[src/rtl/icache_fetch_arb_pkg.sv]
// rtl/icache_fetch_arb_pkg.sv - shared types, sizes and helpers for the icache fetch arbiter
package icache_fetch_arb_pkg;

    localparam int ICACHE_TAG_WIDTH   = 2;
    localparam int ICACHE_ARB_ENTRIES = 4;
    localparam int ICACHE_CNT_WIDTH   = 3;

    typedef enum logic {
        OWNER_DEMAND   = 1'b0,
        OWNER_PREFETCH = 1'b1
    } owner_e;

    typedef struct packed {
        logic                        valid;
        owner_e                      owner;
        logic                        killed;
        logic [ICACHE_TAG_WIDTH-1:0] id;
    } sb_entry_t;

    // Lowest-index entry whose valid bit is clear; callers only use the
    // result when at least one entry is free.
    function automatic logic [ICACHE_TAG_WIDTH-1:0] lowest_free_idx(
        input logic [ICACHE_ARB_ENTRIES-1:0] valid_vec
    );
        logic [ICACHE_TAG_WIDTH-1:0] idx;
        logic                        found;
        idx   = '0;
        found = 1'b0;
        for (int i = 0; i < ICACHE_ARB_ENTRIES; i++) begin
            if (!valid_vec[i] && !found) begin
                idx   = ICACHE_TAG_WIDTH'(i);
                found = 1'b1;
            end
        end
        return idx;
    endfunction

endpackage

[src/rtl/icache_fetch_arb_sb.sv]
// rtl/icache_fetch_arb_sb.sv - 4-entry lookup tag scoreboard (alloc, free, kill, lookup, free count)
module icache_fetch_arb_sb
    import icache_fetch_arb_pkg::*;
(
    input  logic                        clk,
    input  logic                        rst_n,
    input  logic                        alloc_en,
    input  owner_e                      alloc_owner,
    input  logic [ICACHE_TAG_WIDTH-1:0] alloc_id,
    output logic [ICACHE_TAG_WIDTH-1:0] alloc_tag,
    input  logic                        rsp_en,
    input  logic [ICACHE_TAG_WIDTH-1:0] rsp_tag,
    output logic                        rsp_hit,
    output owner_e                      rsp_owner,
    output logic                        rsp_killed,
    output logic [ICACHE_TAG_WIDTH-1:0] rsp_id,
    input  logic                        kill_en,
    output logic [ICACHE_CNT_WIDTH-1:0] free_cnt
);

    sb_entry_t                     entries [ICACHE_ARB_ENTRIES];
    logic [ICACHE_ARB_ENTRIES-1:0] valid_vec;

    // Gather valid bits for the allocation priority pick.
    always_comb begin
        valid_vec = '0;
        for (int i = 0; i < ICACHE_ARB_ENTRIES; i++) begin
            valid_vec[i] = entries[i].valid;
        end
    end

    assign alloc_tag = lowest_free_idx(valid_vec);

    // Responses to entries that are not valid are ignored entirely.
    assign rsp_hit    = rsp_en & entries[rsp_tag].valid;
    assign rsp_owner  = entries[rsp_tag].owner;
    assign rsp_killed = entries[rsp_tag].killed;
    assign rsp_id     = entries[rsp_tag].id;

    // Entry state: kill marks demand entries, a response frees, a grant allocates.
    // The allocated slot is always one that was free at the start of the
    // cycle, so it can never collide with the slot being freed.
    always_ff @(posedge clk or negedge rst_n) begin
        if (!rst_n) begin
            for (int i = 0; i < ICACHE_ARB_ENTRIES; i++) begin
                entries[i] <= '0;
            end
            free_cnt <= ICACHE_CNT_WIDTH'(ICACHE_ARB_ENTRIES);
        end else begin
            for (int i = 0; i < ICACHE_ARB_ENTRIES; i++) begin
                if (kill_en && entries[i].valid && entries[i].owner == OWNER_DEMAND) begin
                    entries[i].killed <= 1'b1;
                end
                if (rsp_hit && rsp_tag == ICACHE_TAG_WIDTH'(i)) begin
                    entries[i].valid <= 1'b0;
                end
                if (alloc_en && alloc_tag == ICACHE_TAG_WIDTH'(i)) begin
                    entries[i] <= '{valid: 1'b1, owner: alloc_owner, killed: 1'b0, id: alloc_id};
                end
            end
            free_cnt <= free_cnt + {{(ICACHE_CNT_WIDTH-1){1'b0}}, rsp_hit}
                                 - {{(ICACHE_CNT_WIDTH-1){1'b0}}, alloc_en};
        end
    end

    // A response must always name an outstanding lookup.
    rsp_to_valid_entry: assert property (@(posedge clk) disable iff (!rst_n)
        rsp_en |-> valid_vec[rsp_tag]);

endmodule

[src/rtl/icache_fetch_arb.sv]
// rtl/icache_fetch_arb.sv - IFU/prefetch arbiter for the icache lookup port (optional ICACHE_FETCH_ARB_PERF_EN)
module icache_fetch_arb
    import icache_fetch_arb_pkg::*;
#(
    parameter int PC_WIDTH   = 32,
    parameter int PF_AGE_MAX = 7,
    parameter int PF_RESERVE = 1
) (
    input  logic                        clk,
    input  logic                        rst_n,
    input  logic                        i_flush,
    input  logic                        i_ifu_vld,
    input  logic [PC_WIDTH-1:0]         i_ifu_pc,
    input  logic [ICACHE_TAG_WIDTH-1:0] i_ifu_id,
    output logic                        o_ifu_rdy,
    input  logic                        i_pf_vld,
    input  logic [PC_WIDTH-1:0]         i_pf_pc,
    output logic                        o_pf_rdy,
    output logic                        o_icache_vld,
    output logic [PC_WIDTH-1:0]         o_icache_pc,
    output logic [ICACHE_TAG_WIDTH-1:0] o_icache_tag,
    input  logic                        i_icache_stall,
    input  logic                        i_icache_rsp_vld,
    input  logic [ICACHE_TAG_WIDTH-1:0] i_icache_rsp_tag,
    output logic                        o_ifu_rsp_vld,
    output logic [ICACHE_TAG_WIDTH-1:0] o_ifu_rsp_id,
`ifdef ICACHE_FETCH_ARB_PERF_EN
    output logic [31:0]                 o_perf_demand_issue,
    output logic [31:0]                 o_perf_pf_issue,
    output logic [31:0]                 o_perf_killed_drop,
    output logic [31:0]                 o_perf_full_cycles,
`endif
    output logic                        o_pf_rsp_vld
);

    logic [2:0]                  age;
    logic [ICACHE_CNT_WIDTH-1:0] free_cnt;
    logic [ICACHE_TAG_WIDTH-1:0] alloc_tag;
    logic                        rsp_hit;
    owner_e                      rsp_owner;
    logic                        rsp_killed;
    logic [ICACHE_TAG_WIDTH-1:0] rsp_id;
    logic                        suppress;
    logic                        pf_room;
    logic                        age_ovr;
    logic                        dem_gnt;
    logic                        pf_gnt;

    // Grant: demand first, prefetch only with reserve headroom, an aged
    // prefetch overrides demand for one cycle.
    always_comb begin
        suppress = !rst_n || i_icache_stall || i_flush || (free_cnt == '0);
        pf_room  = free_cnt > ICACHE_CNT_WIDTH'(PF_RESERVE);
        age_ovr  = (age == 3'(PF_AGE_MAX)) && i_pf_vld && pf_room;
        dem_gnt  = !suppress && i_ifu_vld && !age_ovr;
        pf_gnt   = !suppress && ((i_pf_vld && !i_ifu_vld && pf_room) || age_ovr);
    end

    assign o_ifu_rdy    = dem_gnt;
    assign o_pf_rdy     = pf_gnt;
    assign o_icache_vld = dem_gnt | pf_gnt;
    assign o_icache_pc  = pf_gnt ? i_pf_pc : i_ifu_pc;
    assign o_icache_tag = alloc_tag;

    // Response routing: killed demand lookups and demand responses that
    // land in a flush cycle are dropped.
    assign o_ifu_rsp_vld = rsp_hit && rsp_owner == OWNER_DEMAND && !rsp_killed && !i_flush;
    assign o_ifu_rsp_id  = rsp_id;
    assign o_pf_rsp_vld  = rsp_hit && rsp_owner == OWNER_PREFETCH;

    icache_fetch_arb_sb u_sb (
        .clk         (clk),
        .rst_n       (rst_n),
        .alloc_en    (dem_gnt | pf_gnt),
        .alloc_owner (pf_gnt ? OWNER_PREFETCH : OWNER_DEMAND),
        .alloc_id    (i_ifu_id),
        .alloc_tag   (alloc_tag),
        .rsp_en      (i_icache_rsp_vld & rst_n),
        .rsp_tag     (i_icache_rsp_tag),
        .rsp_hit     (rsp_hit),
        .rsp_owner   (rsp_owner),
        .rsp_killed  (rsp_killed),
        .rsp_id      (rsp_id),
        .kill_en     (i_flush),
        .free_cnt    (free_cnt)
    );

    // Prefetch age: counts cycles a waiting prefetch is passed over, frozen under stall.
    always_ff @(posedge clk or negedge rst_n) begin
        if (!rst_n) begin
            age <= '0;
        end else if (!i_icache_stall) begin
            if (!i_pf_vld || pf_gnt) begin
                age <= '0;
            end else if (age != 3'(PF_AGE_MAX)) begin
                age <= age + 3'd1;
            end
        end
    end

`ifdef ICACHE_FETCH_ARB_PERF_EN
    // Wrapping event counters for issue, drop and full-stall activity.
    always_ff @(posedge clk or negedge rst_n) begin
        if (!rst_n) begin
            o_perf_demand_issue <= '0;
            o_perf_pf_issue     <= '0;
            o_perf_killed_drop  <= '0;
            o_perf_full_cycles  <= '0;
        end else begin
            if (dem_gnt) o_perf_demand_issue <= o_perf_demand_issue + 32'd1;
            if (pf_gnt)  o_perf_pf_issue     <= o_perf_pf_issue + 32'd1;
            if (rsp_hit && rsp_owner == OWNER_DEMAND && (rsp_killed || i_flush)) begin
                o_perf_killed_drop <= o_perf_killed_drop + 32'd1;
            end
            if (free_cnt == '0 && (i_ifu_vld || i_pf_vld)) begin
                o_perf_full_cycles <= o_perf_full_cycles + 32'd1;
            end
        end
    end
`endif

endmodule

[config.mk]
export PLATFORM = sky130hd
export DESIGN_NAME = icache_fetch_arb
export DESIGN_NICKNAME = d
export VERILOG_FILES = /design/src/rtl/icache_fetch_arb_pkg.sv /design/src/rtl/icache_fetch_arb_sb.sv /design/src/rtl/icache_fetch_arb.sv
export SDC_FILE = /design/constraint.sdc
export NUM_CORES = 1
export LEC_CHECK = 0
export ABC_AREA = 1
export ABC_CLOCK_PERIOD_IN_PS = 4300
export CAP_MARGIN = 20
export CORE_MARGIN = 3
export CORE_UTILIZATION = 40
export DETAILED_ROUTE_END_ITERATION = 8
export GPL_ROUTABILITY_DRIVEN = 0
export HOLD_SLACK_MARGIN = 0.03
export PLACE_DENSITY = 0.95
export SLEW_MARGIN = 20
export SYNTH_ARGS = -nofsm -noshare
export SYNTH_HDL_FRONTEND = slang
export SYNTH_SLANG_ARGS = --single-unit
[constraint.sdc]
create_clock -name clk -period 4.3 [get_ports clk]
set_input_delay 0.86 -clock clk [delete_from_list [all_inputs] [get_ports clk]]
set_output_delay 0.86 -clock clk [all_outputs]
set_load 0.005 [all_outputs]
After elaboration in Yosys (flattened, before gate mapping)
Index checks and enable logic that the tools add are counted.

Flip-flop bits (word level): 26. Latch bits: 0. Memory bits (writable): 0. Bits in read-only memories: 0. Input bits: 75. Output and inout bits: 41. Logic and storage cells: 126. Memories kept: 0.

Add/subtract/negate cells: 3. $mul: 0. Div/mod/pow operators: 0. Magnitude comparators: 2. Equal/unequal tests: 8. Shift operators: 0. Mux-type cells: 25. Bitwise gates (word level): 10. Reduce and logical (&&, ||, !) cells: 60.

Operators with widths (number): 32-bit two-way mux (1); 1-bit logical AND (30); 5-bit two-way mux (6); 2-bit nonzero test (9); 1-bit two-way mux (13); 1-bit zero test (12); 5-bit binary-select mux with 2-bit select (1); 2-bit equality test, second input constant (4); 3-bit two-way mux (2); 1-bit NOT (6); 1-bit logical OR (5); 2-bit by 1-bit equality test with 1-bit output, second input constant (2); 2-bit zero test (2); 2-bit two-way mux (2); 3-bit by 1-bit adder with 3-bit output (1); 3-bit by 1-bit adder with 3-bit output, second input constant (1); 3-bit equality test, second input constant (1); 3-bit greater-or-equal comparator, second input constant (1); 3-bit by 1-bit greater-than comparator with 1-bit output, second input constant (1); 3-bit zero test (1); 3-bit != test, second input constant (1); 2-bit NOT with 3-bit output (1); 3-bit by 1-bit subtractor with 3-bit output (1); 1-bit AND (2); other kinds (2) (2).

Longest topological paths before layout
Word-level depth: 12. Depth in mapped cells: 15.

Hierarchy
From an unflattened synthesis, not the netlist that was laid out.

Cell total of the unflattened synthesis: 286. Area, all modules: 1894.3 sq um.

Modules (own cells, without submodules): icache_fetch_arb_sb (times used 1, cells each 136, area each 1136.1 sq um, sequential area each 576.8 sq um); icache_fetch_arb (times used 1, cells each 150, area each 758.2 sq um, sequential area each 75.1 sq um).

Worst setup path before layout
No wires, ideal clock.

Path kind: in2reg. Start point: input i_flush. End point: register u_sb.free_cnt[1]. Library setup time: 0.114 ns. Arrival: 2.489 ns. Path slack: 1.697 ns. Stages: 12. Cell sequence: inv_2 -> nand3_2 -> nor2_4 -> nand3_4 -> nand2_4 -> buf_6 -> ha_1 -> inv_1 -> ha_1 -> inv_1 -> fa_1 -> inv_1.

Longest elaborated chain between the ends: 7. Elaborated cells on any way between the ends: 8.

RTL lines: start, declared (RTL line icache_fetch_arb.sv:11) `input logic i_flush,`; 1-bit logical OR (*) (2 in series) (RTL line icache_fetch_arb.sv:52) `suppress = !rst_n || i_icache_stall || i_flush || (free_cnt == '0);`; 1-bit zero test (*) (RTL line icache_fetch_arb.sv:55, icache_fetch_arb.sv:56); 1-bit logical AND (2 in series) (RTL line icache_fetch_arb.sv:55) `dem_gnt = !suppress && i_ifu_vld && !age_ovr;`; 1-bit OR (*); net o_icache_vld (RTL line icache_fetch_arb.sv:19) `output logic o_icache_vld,`; 3-bit by 1-bit subtractor with 3-bit output (*) (RTL line icache_fetch_arb_sb.sv:62) `- {{(ICACHE_CNT_WIDTH-1){1'b0}}, alloc_en};`; end signal, assigned (RTL line icache_fetch_arb_sb.sv:48) `free_cnt <= ICACHE_CNT_WIDTH'(ICACHE_ARB_ENTRIES);`; end signal, assigned (RTL line icache_fetch_arb_sb.sv:61) `free_cnt <= free_cnt + {{(ICACHE_CNT_WIDTH-1){1'b0}}, rsp_hit}`; end, declared (RTL line icache_fetch_arb_sb.sv:18) `output logic [ICACHE_CNT_WIDTH-1:0] free_cnt`.

Mark *: on every way through the listed nets, which the timed path passes. The rest lies on a longest branch. A chain may end at the register's enable or synchronous reset.

Worst setup path after layout
Start point: input i_flush. End point: output o_icache_vld.

Longest elaborated chain between the ends: 6. Elaborated cells on any way between the ends: 7.

RTL lines: 1-bit logical OR (*) (2 in series) (RTL line icache_fetch_arb.sv:52); 1-bit zero test (*) (RTL line icache_fetch_arb.sv:55, icache_fetch_arb.sv:56); 1-bit logical AND (2 in series) (RTL line icache_fetch_arb.sv:55); 1-bit OR (*) (RTL line icache_fetch_arb.sv:61) `assign o_icache_vld = dem_gnt | pf_gnt;`; end, declared (RTL line icache_fetch_arb.sv:19).

Every way passes the cells marked *; elsewhere a longest branch is shown, timed or not.

==> impl_results.md <==
- # nets final: 487
- Int Power: 651 uW
- Hold depth: 2
- # IOs: 116
- Grt total ovfl: 0
- Final Hold Viols: 0
- Crit Path Max Fanout: 36
- Total Wirelength: 6050 um
- Fillers: 345
- Sequential cell area: 652 um2
- Sw Pwr: 397 uW
- Worst-path clk slew: 0.09 ns
- Initial antenna violation count: 0
- Library cells used by synthesis: 27
- P&R area growth vs syn: 66.3%
- WL per Instance: 13.3 um
- Hold path startpoint: u_sb.entries[0]
- # resized after CTS: 0
- Critical Path, Cell by Cell: clkdlybuf4s50_1, inv_2, nand3_2, nor2_4, nand3_4, buf_4, nand2_4, clkdlybuf4s50_1
- Cell area after synthesis: 1850 um2
- TritonCTS clock tree: built
- Vias/cell: 4.94
- Largest net degree at the start of global routing: 38
- Clock root cell: clkbuf_8
- Hold_ws: 0.480 ns
- Reg2reg path depth: 15
- Place WS: 0.612 ns
- FMAX: 271 MHz
- Commonest non-fill, non-tap cell in the layout: nand2_1
- Yosys top cell area share: 0.339
- Cell accounting for the most synthesized area: nand2_1
- Worst Path Class, Setup: in2out
- Detail Placement HPWL: 5020 um
- Clock share of power: 0.132
- Fin crit share: 0.858
- Hold EP: u_sb.entries[0]
- I/O Buffers: 115
- Crit path buf inv count: 4
- Leakage Power: 0.00154 uW
- VDD IR-drop max: 0.000178 V
- Syn nets: 372
- Hold Buf Count CTS: 0
- Multi-input logic area: 1060 um2
- Worst skew pair latency: 0.27 ns
- Synth Register Bits: 26
- Crit path DAT: 2.83 ns
- Chip width: 74.0 um
- Max_slew headroom: 0.530
- Metal2 WL: 3340 um
- Sequential share of power: 0.393
- R2R Setup Slk: 1.45 ns
- Synth top area cells: nand2_1, dfrtp_1, nand3_1
- Most frequent cells in the layout: nand2_1, clkdlybuf4s50_1, dfrtp_1, inv_1, nand3_1
- First-pass GRT wire length: 9600 um
- CP dominant cell by count: clkdlybuf4s50_1
- Startpoint types: input pin
- Core ar.: 4410 um2
- Status: complete, no violations
- Max Cap Viol: 0
- RR Startpoint: u_sb.free_cnt[2]
- Iter 0 DRT Violations: 229
- Routed metal-1 wire length: 2050 um
- Cells after synthesis: 290
- Worst Setup End Kind: primary output
- Num CTS Buffers: 3
- Postcts setup bufs: 0
- H-tree depth: 1
- Setup WS post-layout: 0.610 ns
- Critical R2R Capture: u_sb.free_cnt[2]
- First-pass DRT Iterations: 4
- Hold WC Path Type: reg2reg
- Total GRT Usage: 0.223
- Data required, critical path: 3.44 ns
- Slew @ Worst Pin: 0.700 ns
- Total negative slack: 0 ns
- Non-Filler Instances: 456
- CTS sink cnt: 26
- Dpl cells: 452
- Unrepaired setup endpoints after global routing: false
- Final core occ: 0.697
- Post-synthesis sequential area ratio: 0.352
- Max Slew Vio Count: 0
- Layout cells sized above 1: 0.0396
- DRC: 0
- Combinational share of power: 0.475
- Worst Clk Skew: 0.00527 ns
- Max Used Layer: met4
- Post-layout minimum cycle time: 3.69 ns
- Max stage delay on crit path: 0.55 ns
- Sw frac: 0.379
- ANT nets after route: 0
- CP max stage cell: clkdlybuf4s50_1
- Max Buffers Root-to-Sink: 2
- Warnings, synthesis: 0
- Vias in the first global route: 2,200
- Die area: 5480 um2
- Met3 routed WL: 554 um
- Ant. Diodes: 0
- Setup violators final: 0
- Cell Pwr Density: 340 nW/um2
- Starting Density: 0.419
- Top Family by Delay on Critical Path: buffers and inverters
- FP Rows: 24
- Avg Inst Size Synth: 6.38 um2
- Vias post-DR: 2,252
- Die Y: 74.0 um
-- Yosys cell counts, drive strengths merged --
cell / n
a21boi: 1
a21oi: 7
a22oi: 3
a31oi: 2
buf: 7
dfrtp: 25
dfstp: 1
fa: 1
ha: 6
inv: 24
nand2: 168
nand3: 21
nand4: 1
nor2: 13
nor3: 3
nor3b: 1
o21ai: 4
or2: 1
xor2: 1
-- registers in the layout (all words and copies together), names as in the netlist --
name	count
age	3
u_sb.entries	20
u_sb.free_cnt	3
-- metal layers --
layer  up-vias  global-route usage
met1       996               0.235
met3        11              0.0514
met4         0              0.0644
met5         -                   0
met2       116               0.437
li1       1129                   -
-- how the worst max path moves through the flow --
stage	slack [ns]	cells past startpoint	startpoint	to
final	0.61	8	i_flush	o_icache_vld
after CTS	0.61	8	i_flush	o_icache_vld
after floorplan	1.70	12	i_flush	u_sb.free_cnt[1]
after detailed placement	0.61	8	i_flush	o_icache_vld
after global placement	0.67	8	i_flush	o_icache_vld
after global routing	0.43	7	i_icache_rsp_tag[0]	o_ifu_rsp_vld
-- tightest hold or removal path: stages, from the launching register on --
cell and delay [ns]:
dfrtp_1 0.35, nand2_1 0.05, nand2_1 0.05
-- power groups by stage --
stage                     logic (uW)  clock network, uW  registers, uW
final                            497                138            412
after global routing             561                149            427
after CTS                        500                140            411
after detailed placement         496                  0            416
after global placement           471                  0            410
after floorplan                  267                  0            396
-- kinds of logic (layout without fill, tap and decap cells) --
logic type,Yosys count,count (layout),share of synthesized area
AO/OA/AOI/OAI,17,17,0.0548
adder cells (fa/ha/maj),7,7,0.0514
buffers and inverters,31,145,0.0764
XOR/XNOR,1,1,0.00473
flip-flops,26,26,0.352
AND/OR/NAND/NOR,208,208,0.460
-- final cells by class --
| type | instances | area share |
|---|---|---|
| Tap cell | 52 | 0.0211 |
| Clock buffer | 4 | 0.0146 |
| Timing Repair Buffer | 117 | 0.379 |
| Multi-Input combinational cell | 233 | 0.343 |
| Inverter | 24 | 0.0301 |
| Sequential cell | 26 | 0.212 |
-- metrics by stage --
| stage | power, uW | cell area [um2] |
|---|---|---|
| after global placement | 881 | 3030 |
| after floorplan | 663 | 1850 |
| after global routing | 1140 | 3080 |
| after CTS | 1050 | 3080 |
| after detailed placement | 912 | 3030 |
| final | 1050 | 3080 |
Power figures use the tool's default switching activity.
